## config.mk

```make
export PLATFORM = sky130hd
export DESIGN_NAME = dcache_responder
export DESIGN_NICKNAME = d
export VERILOG_FILES = /design/src/rtl/dcache_responder.sv
export SDC_FILE = /design/constraint.sdc
export NUM_CORES = 2
export LEC_CHECK = 0
export BUFFER_PORTS_ARGS = -buffer_cell sky130_fd_sc_hd__clkbuf_2
export CAP_MARGIN = 40
export CORE_MARGIN = 3
export CORE_UTILIZATION = 25
export DETAILED_ROUTE_END_ITERATION = 10
export GPL_TIMING_DRIVEN = 0
export HOLD_SLACK_MARGIN = 0.15
export PLACE_DENSITY = 0.39
export SYNTH_ARGS = -nofsm -noshare
export SYNTH_HDL_FRONTEND = slang
export SYNTH_SLANG_ARGS = --single-unit
```

## constraint.sdc

```tcl
create_clock -name clk -period 5.15 [get_ports clk]
set_input_delay 0.7725 -clock clk [delete_from_list [all_inputs] [get_ports clk]]
set_output_delay 0.7725 -clock clk [all_outputs]
set_load 0.05 [all_outputs]
```

## src/rtl/dcache_responder.sv

```systemverilog
// Direct-mapped, write-through, no-write-allocate data cache
// answering the LSQ data port over a word-wide backing bus.
module dcache_responder #(
  parameter int NUM_SETS       = 16,
  parameter int WORDS_PER_LINE = 4
) (
  input  logic        clk,
  input  logic        rst,
  input  logic [31:0] dmem_addr,
  input  logic        dmem_rmask,
  input  logic [3:0]  dmem_wmask,
  input  logic [31:0] dmem_wdata,
  output logic [31:0] dmem_rdata,
  output logic        dmem_resp,
  output logic [31:0] bmem_addr,
  output logic        bmem_read,
  output logic        bmem_write,
  output logic [3:0]  bmem_wmask,
  output logic [31:0] bmem_wdata,
  input  logic [31:0] bmem_rdata,
  input  logic        bmem_resp
);

  localparam int OW = $clog2(WORDS_PER_LINE);
  localparam int IW = $clog2(NUM_SETS);
  localparam int TW = 30 - OW - IW;

  typedef enum logic [1:0] {
    IDLE,
    FILL,
    WRITE,
    RESP
  } state_t;

  state_t state, state_n;

  logic [NUM_SETS-1:0] valid;
  logic [TW-1:0]       tags [NUM_SETS];
  logic [31:0]         data [NUM_SETS][WORDS_PER_LINE];
  logic [31:0]         lbuf [WORDS_PER_LINE];

  logic [31:2] req_addr;
  logic [3:0]  req_wmask;
  logic [31:0] req_wdata;
  logic [OW-1:0] beat;
  logic        gap;
  logic [31:0] rdata_q;

  logic [OW-1:0] in_off, rq_off;
  logic [IW-1:0] in_idx, rq_idx;
  logic [TW-1:0] in_tag, rq_tag;
  logic in_hit, rq_hit;
  logic is_wr, is_rd;
  logic last_beat, beat_done;
  logic [31:0] fill_word, merged;
  logic unused_addr;

  // Byte offset within the word never matters: all traffic is word-wide.
  assign unused_addr = ^dmem_addr[1:0];

  assign in_off = dmem_addr[2 +: OW];
  assign in_idx = dmem_addr[2+OW +: IW];
  assign in_tag = dmem_addr[31 -: TW];
  assign rq_off = req_addr[2 +: OW];
  assign rq_idx = req_addr[2+OW +: IW];
  assign rq_tag = req_addr[31 -: TW];

  assign in_hit = valid[in_idx] && (tags[in_idx] == in_tag);
  assign rq_hit = valid[rq_idx] && (tags[rq_idx] == rq_tag);

  assign is_wr = |dmem_wmask;
  assign is_rd = dmem_rmask & ~is_wr;

  assign last_beat = (beat == OW'(WORDS_PER_LINE - 1));
  assign beat_done = (state == FILL) && bmem_read && bmem_resp;

  // The final beat is not in the buffer yet, so forward it.
  assign fill_word = (rq_off == beat) ? bmem_rdata : lbuf[rq_off];

  assign dmem_rdata = rdata_q;

  // Byte-merge the store into the cached word on a write hit.
  always_comb begin
    merged = data[rq_idx][rq_off];
    for (int b = 0; b < 4; b++) begin
      if (req_wmask[b]) merged[8*b +: 8] = req_wdata[8*b +: 8];
    end
  end

  // Next-state and bus outputs; backing outputs idle at zero.
  always_comb begin
    state_n    = state;
    dmem_resp  = 1'b0;
    bmem_read  = 1'b0;
    bmem_write = 1'b0;
    bmem_addr  = '0;
    bmem_wmask = '0;
    bmem_wdata = '0;
    unique case (state)
      IDLE: begin
        if (is_wr) state_n = WRITE;
        else if (is_rd) state_n = in_hit ? RESP : FILL;
      end
      FILL: begin
        bmem_read = ~gap;
        bmem_addr = {req_addr[31:2+OW], beat, 2'b00};
        if (~gap && bmem_resp && last_beat) state_n = RESP;
      end
      WRITE: begin
        bmem_write = 1'b1;
        bmem_addr  = {req_addr, 2'b00};
        bmem_wmask = req_wmask;
        bmem_wdata = req_wdata;
        if (bmem_resp) state_n = RESP;
      end
      RESP: begin
        dmem_resp = 1'b1;
        state_n   = IDLE;
      end
      default: state_n = IDLE;
    endcase
  end

  // Control state, request latch, fill sequencing and read data.
  always_ff @(posedge clk) begin
    if (rst) begin
      state     <= IDLE;
      valid     <= '0;
      req_addr  <= '0;
      req_wmask <= '0;
      req_wdata <= '0;
      beat      <= '0;
      gap       <= 1'b0;
      rdata_q   <= '0;
    end else begin
      state <= state_n;
      gap   <= 1'b0;
      if (state == IDLE && (is_wr || is_rd)) begin
        req_addr  <= dmem_addr[31:2];
        req_wmask <= dmem_wmask;
        req_wdata <= dmem_wdata;
        beat      <= '0;
      end
      if (state == IDLE && is_rd && in_hit) begin
        rdata_q <= data[in_idx][in_off];
      end
      if (beat_done) begin
        beat <= beat + 1'b1;
        gap  <= 1'b1;
        if (last_beat) begin
          valid[rq_idx] <= 1'b1;
          rdata_q       <= fill_word;
        end
      end
    end
  end

  // Line storage: fill buffer, line install, store merge.
  always_ff @(posedge clk) begin
    if (!rst && beat_done) begin
      lbuf[beat] <= bmem_rdata;
      if (last_beat) begin
        tags[rq_idx] <= rq_tag;
        for (int w = 0; w < WORDS_PER_LINE; w++) begin
          data[rq_idx][w] <= (OW'(w) == beat) ? bmem_rdata : lbuf[w];
        end
      end
    end
    if (!rst && state == WRITE && bmem_resp && rq_hit) begin
      data[rq_idx][rq_off] <= merged;
    end
  end

endmodule
```

* Word-level counts from Yosys, hierarchy flattened *
Memories as Yosys holds them, arrays and structs flattened. A register that Yosys moved wholly into a read port is not among the register bits.
Cells that the tools add are included.

cells by class
  add/sub/neg operators = 1
  magnitude comparators = 6
  equality and inequality tests = 13
  muxes and demuxes = 182
  bitwise gates (word level) = 134
  reduce and logical (&&, ||, !) cells = 23

operators by type and width
  cell                                                                          number
  32-bit 2-to-1 mux                                                             14
  1-bit 2-to-1 mux                                                              141
  32-bit binary-select mux with 2-bit select                                    2
  128-bit 2-to-1 mux                                                            1
  1-bit bitwise OR                                                              128
  32-bit demux with 2-bit select                                                1
  32-bit one-hot mux with 2 select lines                                        1
  24-bit == test                                                                2
  8-bit 2-to-1 mux                                                              4
  4-bit 2-to-1 mux                                                              5
  2-bit 2-to-1 mux                                                              9
  16-bit bitwise OR                                                             1
  1-bit logical AND                                                             15
  4-bit by 5-bit less-than comparator with 1-bit output, second input constant  2
  1-bit binary-select mux with 4-bit select                                     2
  2-bit one-hot mux with 4 select lines                                         1
  2-bit == test, second input constant                                          3
  3-bit >= comparator, second input constant                                    2
  2-bit inverter with 3-bit output                                              2
  1-bit demux with 4-bit select                                                 1
  2-bit == test, first input constant                                           2
  4-bit by 1-bit >= comparator with 1-bit output, second input constant         1
  2-bit logical NOT                                                             2
  4-bit OR reduction                                                            1
  15 further kinds                                                              16

storage, ports and cells
  register bits = 119
  memory bits (writable) = 2,560
  input bits = 104
  output and inout bits = 103
  logic and storage cells = 370
  memories kept = 3

memory list
  memory  depth  width  read ports  clocked after Yosys merged registers in  wr ports  RTL line  RTL
  data    16     128    2           1                                        1         39        logic [31:0] data [NUM_SETS][WORDS_PER_LINE];
  tags    16     24     2           1                                        1         38        logic [TW-1:0] tags [NUM_SETS];
  lbuf    4      32     5           1                                        1         40        logic [31:0] lbuf [WORDS_PER_LINE];

* Depth between registers and ports, before layout *
  word-level depth = 8
  gate-level depth with buffers = 14
  mapped depth without buffers = 10

* Least setup slack after synthesis *
Ideal clock, no wire load.

  path kind = register to register
  start point = register (tool-made name)
  end point = memory data[0][0] (netlist name), enable pin
  library setup time = 0.432 ns
  arrival time = 4.681 ns
  data required time = 4.718 ns
  setup slack = 0.038 ns
  cell stages (with the launch flop) = 14
  path buffers = 5
  period minus slack after synthesis = 5.112 ns
  cell sequence = dfxtp_1 > buf_4 > buf_2 > buf_2 > mux4_2 > a311oi_1 > o31ai_1 > a211oi_1 > nand4_1 > a2111oi_2 > nand4_1 > buf_2 > clkbuf_1 > a21oi_1

RTL lines
  element    RTL line
  to (decl)  39

* Worst setup path after layout *
  start point = input port dmem_addr[5]
  end point = register rdata_q[6], in the netlist dmem_rdata[6]

between the ends
  cells in the longest elaborated chain, start to end = 7
  elaborated cells on any way between the ends = 13
  classes of those cells = eq/ne (1); mux (8); reduce/logical (2); memory (2)

RTL lines
  element                                                        RTL line  RTL
  from (decl)                                                    9         input logic [31:0] dmem_addr,
  memory read 16 x 24 bit (tied with other cells)                n/a
  24-bit == test (tied with other cells)                         68        assign in_hit = valid[in_idx] && (tags[in_idx] == in_tag);
  1-bit logical AND / 32-bit 2-to-1 mux (equally long branches)  68, 145
  1-bit logical AND / 32-bit 2-to-1 mux (equally long branches)  144, 145
  32-bit 2-to-1 mux (*)                                          144       if (state == IDLE && is_rd && in_hit) begin
  32-bit 2-to-1 mux                                              150       if (last_beat) begin
  32-bit 2-to-1 mux (*)                                          147       if (beat_done) begin
  to (signal assigned)                                           145       rdata_q <= data[in_idx][in_off];
  to (signal assigned)                                           152       rdata_q <= fill_word;
  to (decl)                                                      47        logic [31:0] rdata_q;

Every way passes the cells marked *; elsewhere a longest branch is shown, timed or not. The select of a mux whose other input is x is not followed.
A chain may end at the register's enable or synchronous reset.

==> impl_results.md <==
* Status: finished with violations
* Failing checks: setup timing
* Max VDD drop at 0.299 mV
* Cell accounting for the most synthesized area: edfxtp_1
* Pre-CTS setup slack at -1.91 ns
* Most frequent cell after synthesis: edfxtp_1
* Leak at 49.6 nW
* Final net count at 7365
* Worst Setup End Kind: flip-flop
* Cell depth of the worst hold path at 3
* Top_reg_cell synth: edfxtp_1
* Most instantiated cells after synthesis: 2560 x edfxtp_1, 1595 x mux4_2, 349 x mux2i_1
* Synth async-reset ratio at 0
* Endpoints failing setup at 58
* Die width at 716 um
* Max_slew headroom at 0.326
* CP Launch Type: input port
* Worst-path clk slew at 0.06 ns
* DR vias/cell at 5.40
* Mapped Cells at 5993
* Final wirelength at 596000 um
* Worst EP required at 5.96 ns
* Area of the multi-input gates at 46100 sq um
* Antenna violations before repair at 129
* IO buf count at 196
* Top cells by area, synth: edfxtp_1 61%, mux4_2 29%, mux2i_1 2.8%
* Cell Rows at 259
* Wire per inst at 41.6 um
* Height of the die at 716 um
* Residual DRC count at 0
* Layout area overhead at 26.8%
* Fin crit share at 1.03
* Fin crit period at 5.28 ns
* Hold path start: dmem_addr[21]
* Hold Vio Cnt, Final at 0
* Post-Layout Cell Count at 14300
* Vias in the first global route at 76900
* Routed Antenna Nets at 0
* Post-synth EDFFs at 2560
* Worst-Skew Late Latency at 0.98 ns
* CTS tree: done
* Reg2Reg Capture Point: data[10][22]$_DFFE_PP_
* Routed vias at 77200
* Crit path max fanout at 12
* TritonRoute pass-1 iters at 5
* Core ar. at 500000 sq um
* Filler instances at 47800
* Power Density at 415 nW/um^2
* R2R depth at 18
* GR Overflow Total at 0
* Worst R2R Setup Slack at -0.04 ns
* Ys Warns at 0
* Share of layout cells above drive strength 1 at 0.455
* Worst Hold Class: input port to flip-flop
* Worst-margin pin slew at 1.01 ns
* Global placement routability congestion at 0.948
* HPWL Detailed at 457000 um
* Clock tree root buffer cell: clkbuf_16
* First-pass GRT wire length at 774000 um
* Cell Area, Synth at 126000 sq um
* Total of max-cap violations at 0
* Register area at 79400 sq um
* Num CTS Buffers at 323
* Unique masters post-synth at 58
* Synth top area share at 0.611
* Initial drt markers at 11100
* Register bit count reported by yosys at 2685
* PnR worst setup slack at -0.129 ns
* Max Slew Vio Count at 0
* Placed Cells at 13400
* F_max at 189 MHz
* Average instance area after synthesis at 21.0 sq um
* Longest Clk Path Bufs at 4
* Seq/Total Area, Yosys at 0.630
* Boundary pin count at 207
* Critical Path AT at 6.08 ns
* Total GRT Usage at 0.229
* WHS Endpoint: req_addr[21]$_SDFFE_PP0P_
* H-tree Lvls at 5
* Skew final at 0.0805 ns
* Crit Path Category: input port to flip-flop
* CTS sink count at 2685
* Post-route setup TNS at -0.990 ns
* Initial Util at 0.252
* Die area at 512000 sq um
* Largest net degree at the start of global routing at 23
## layer usage
metal	GRT usage	part of all wire	routed length, um	up-vias
met5	0	0.00026	154	-
met4	0.109	0.054	32400	26
met3	0.0436	0.083	49600	833
met2	0.353	0.45	270000	4121
met1	0.311	0.41	243000	43300
li1	-	-	-	29000
## cells by family after synthesis
family | Yosys count | synth area share
flops | 2685 | 0.630
compound gates | 245 | 0.0120
buf+inv | 528 | 0.0185
xor+xnor | 45 | 0.00313
fa+ha+maj | 9 | 0.000894
mux | 1952 | 0.314
other cells | 1 | 0.0000298
simple gates | 528 | 0.0211
## placed cells by master, fill, tap and decap left out, types with 38 or more instances in the layout
cell	synthesis	routed
buf_2	152	95
buf_8	0	203
buf_4	11	152
mux4_2	1595	1595
buf_6	15	157
a21oi_4	0	64
clkbuf_2	0	260
nor2_1	68	52
mux2i_1	349	202
a21oi_1	138	74
mux2i_4	0	39
buf_16	0	86
edfxtp_1	2560	2560
dlygate4sd3_1	0	82
nand2_1	225	225
clkbuf_1	269	266
diode_2	0	151
buf_1	51	38
buf_12	0	154
and2_1	69	66
clkbuf_16	0	340
mux2i_2	0	108
dfxtp_1	125	124
clkinv_2	0	43
clkinv_1	0	67
## flip-flops by register name, indices dropped and copies added (netlist names), named ones only
register,cells
beat,2
gap,1
state,2
req_wmask,4
tags,384
dmem_rdata,32
req_addr,30
lbuf,128
req_wdata,32
valid,16
data,2048
## per-stage QoR
stage / hold slack [ns] / area (sq um) / power, mW / utilization
final: 0.226 / 160000 / 66.2 / 0.319
after global routing: 0.196 / 160000 / 67.9 / 0.319
after CTS: 0.152 / 159000 / 66.5 / 0.318
after detailed placement: 0.479 / 146000 / 42.7 / 0.292
after global placement: 0.471 / 135000 / 41.4 / 0.271
after floorplan: 0.444 / 126000 / 33.5 / -
## critical path, stage by stage
cell and delay (ns):
buf_2 0.35, buf_4 0.39, buf_2 0.49, buf_2 0.50, clkbuf_2 0.51, buf_12 0.24, clkbuf_1 0.56, buf_8 0.25
mux4_2 0.32, mux4_2 0.67, mux4_2 0.54, nor2_1 0.11, and4_1 0.20, nor4_1 0.06
## cell type report
cell class | count | area share
clock inverters | 154 | 0.00891
inverters | 30 | 0.000706
plain buffers | 496 | 0.0185
multi-input cells | 2781 | 0.289
repair buffers | 935 | 0.0756
clock buffers | 425 | 0.0557
flip-flops and latches | 2685 | 0.497
diodes | 151 | 0.00237
well taps | 6655 | 0.0522
## report_power, final
group | switching (mW) | total [mW] | internal, mW
Sequential | 0.519 | 24.8 | 24.3
Combinational | 11.4 | 18.5 | 7.08
Clock | 9.64 | 22.9 | 13.2
Total | 21.6 | 66.2 | 44.6
## repair_timing
action | 4_1_cts | 5_1_grt
gates resized for setup | 314 | 31
hold endpoints to repair | 163 | 0
setup endpoints to repair | 4129 | 748
pin swaps | 30 | 13
hold buffers | 82 | 0
buffers inserted | 62 | 33
## how the worst max path moves through the flow
stage / from / endpoint / slack (ns)
3_3_place_gp: flip-flop / data[6][115]$_DFFE_PP_ / -8.52
2_1_floorplan: flip-flop / data[0][0]$_DFFE_PP_ / 0.04
5_1_grt: flip-flop / data[10][83]$_DFFE_PP_ / -0.002
6_report: dmem_addr[5] / dmem_rdata[6]$_SDFF_PP0_ / -0.13
4_1_cts: flip-flop / data[1][12]$_DFFE_PP_ / -0.04
3_5_place_dp: dmem_addr[4] / state[1]$_SDFFE_PP0P_ / -1.91
No activity file was read; power rests on OpenSTA's default activity.
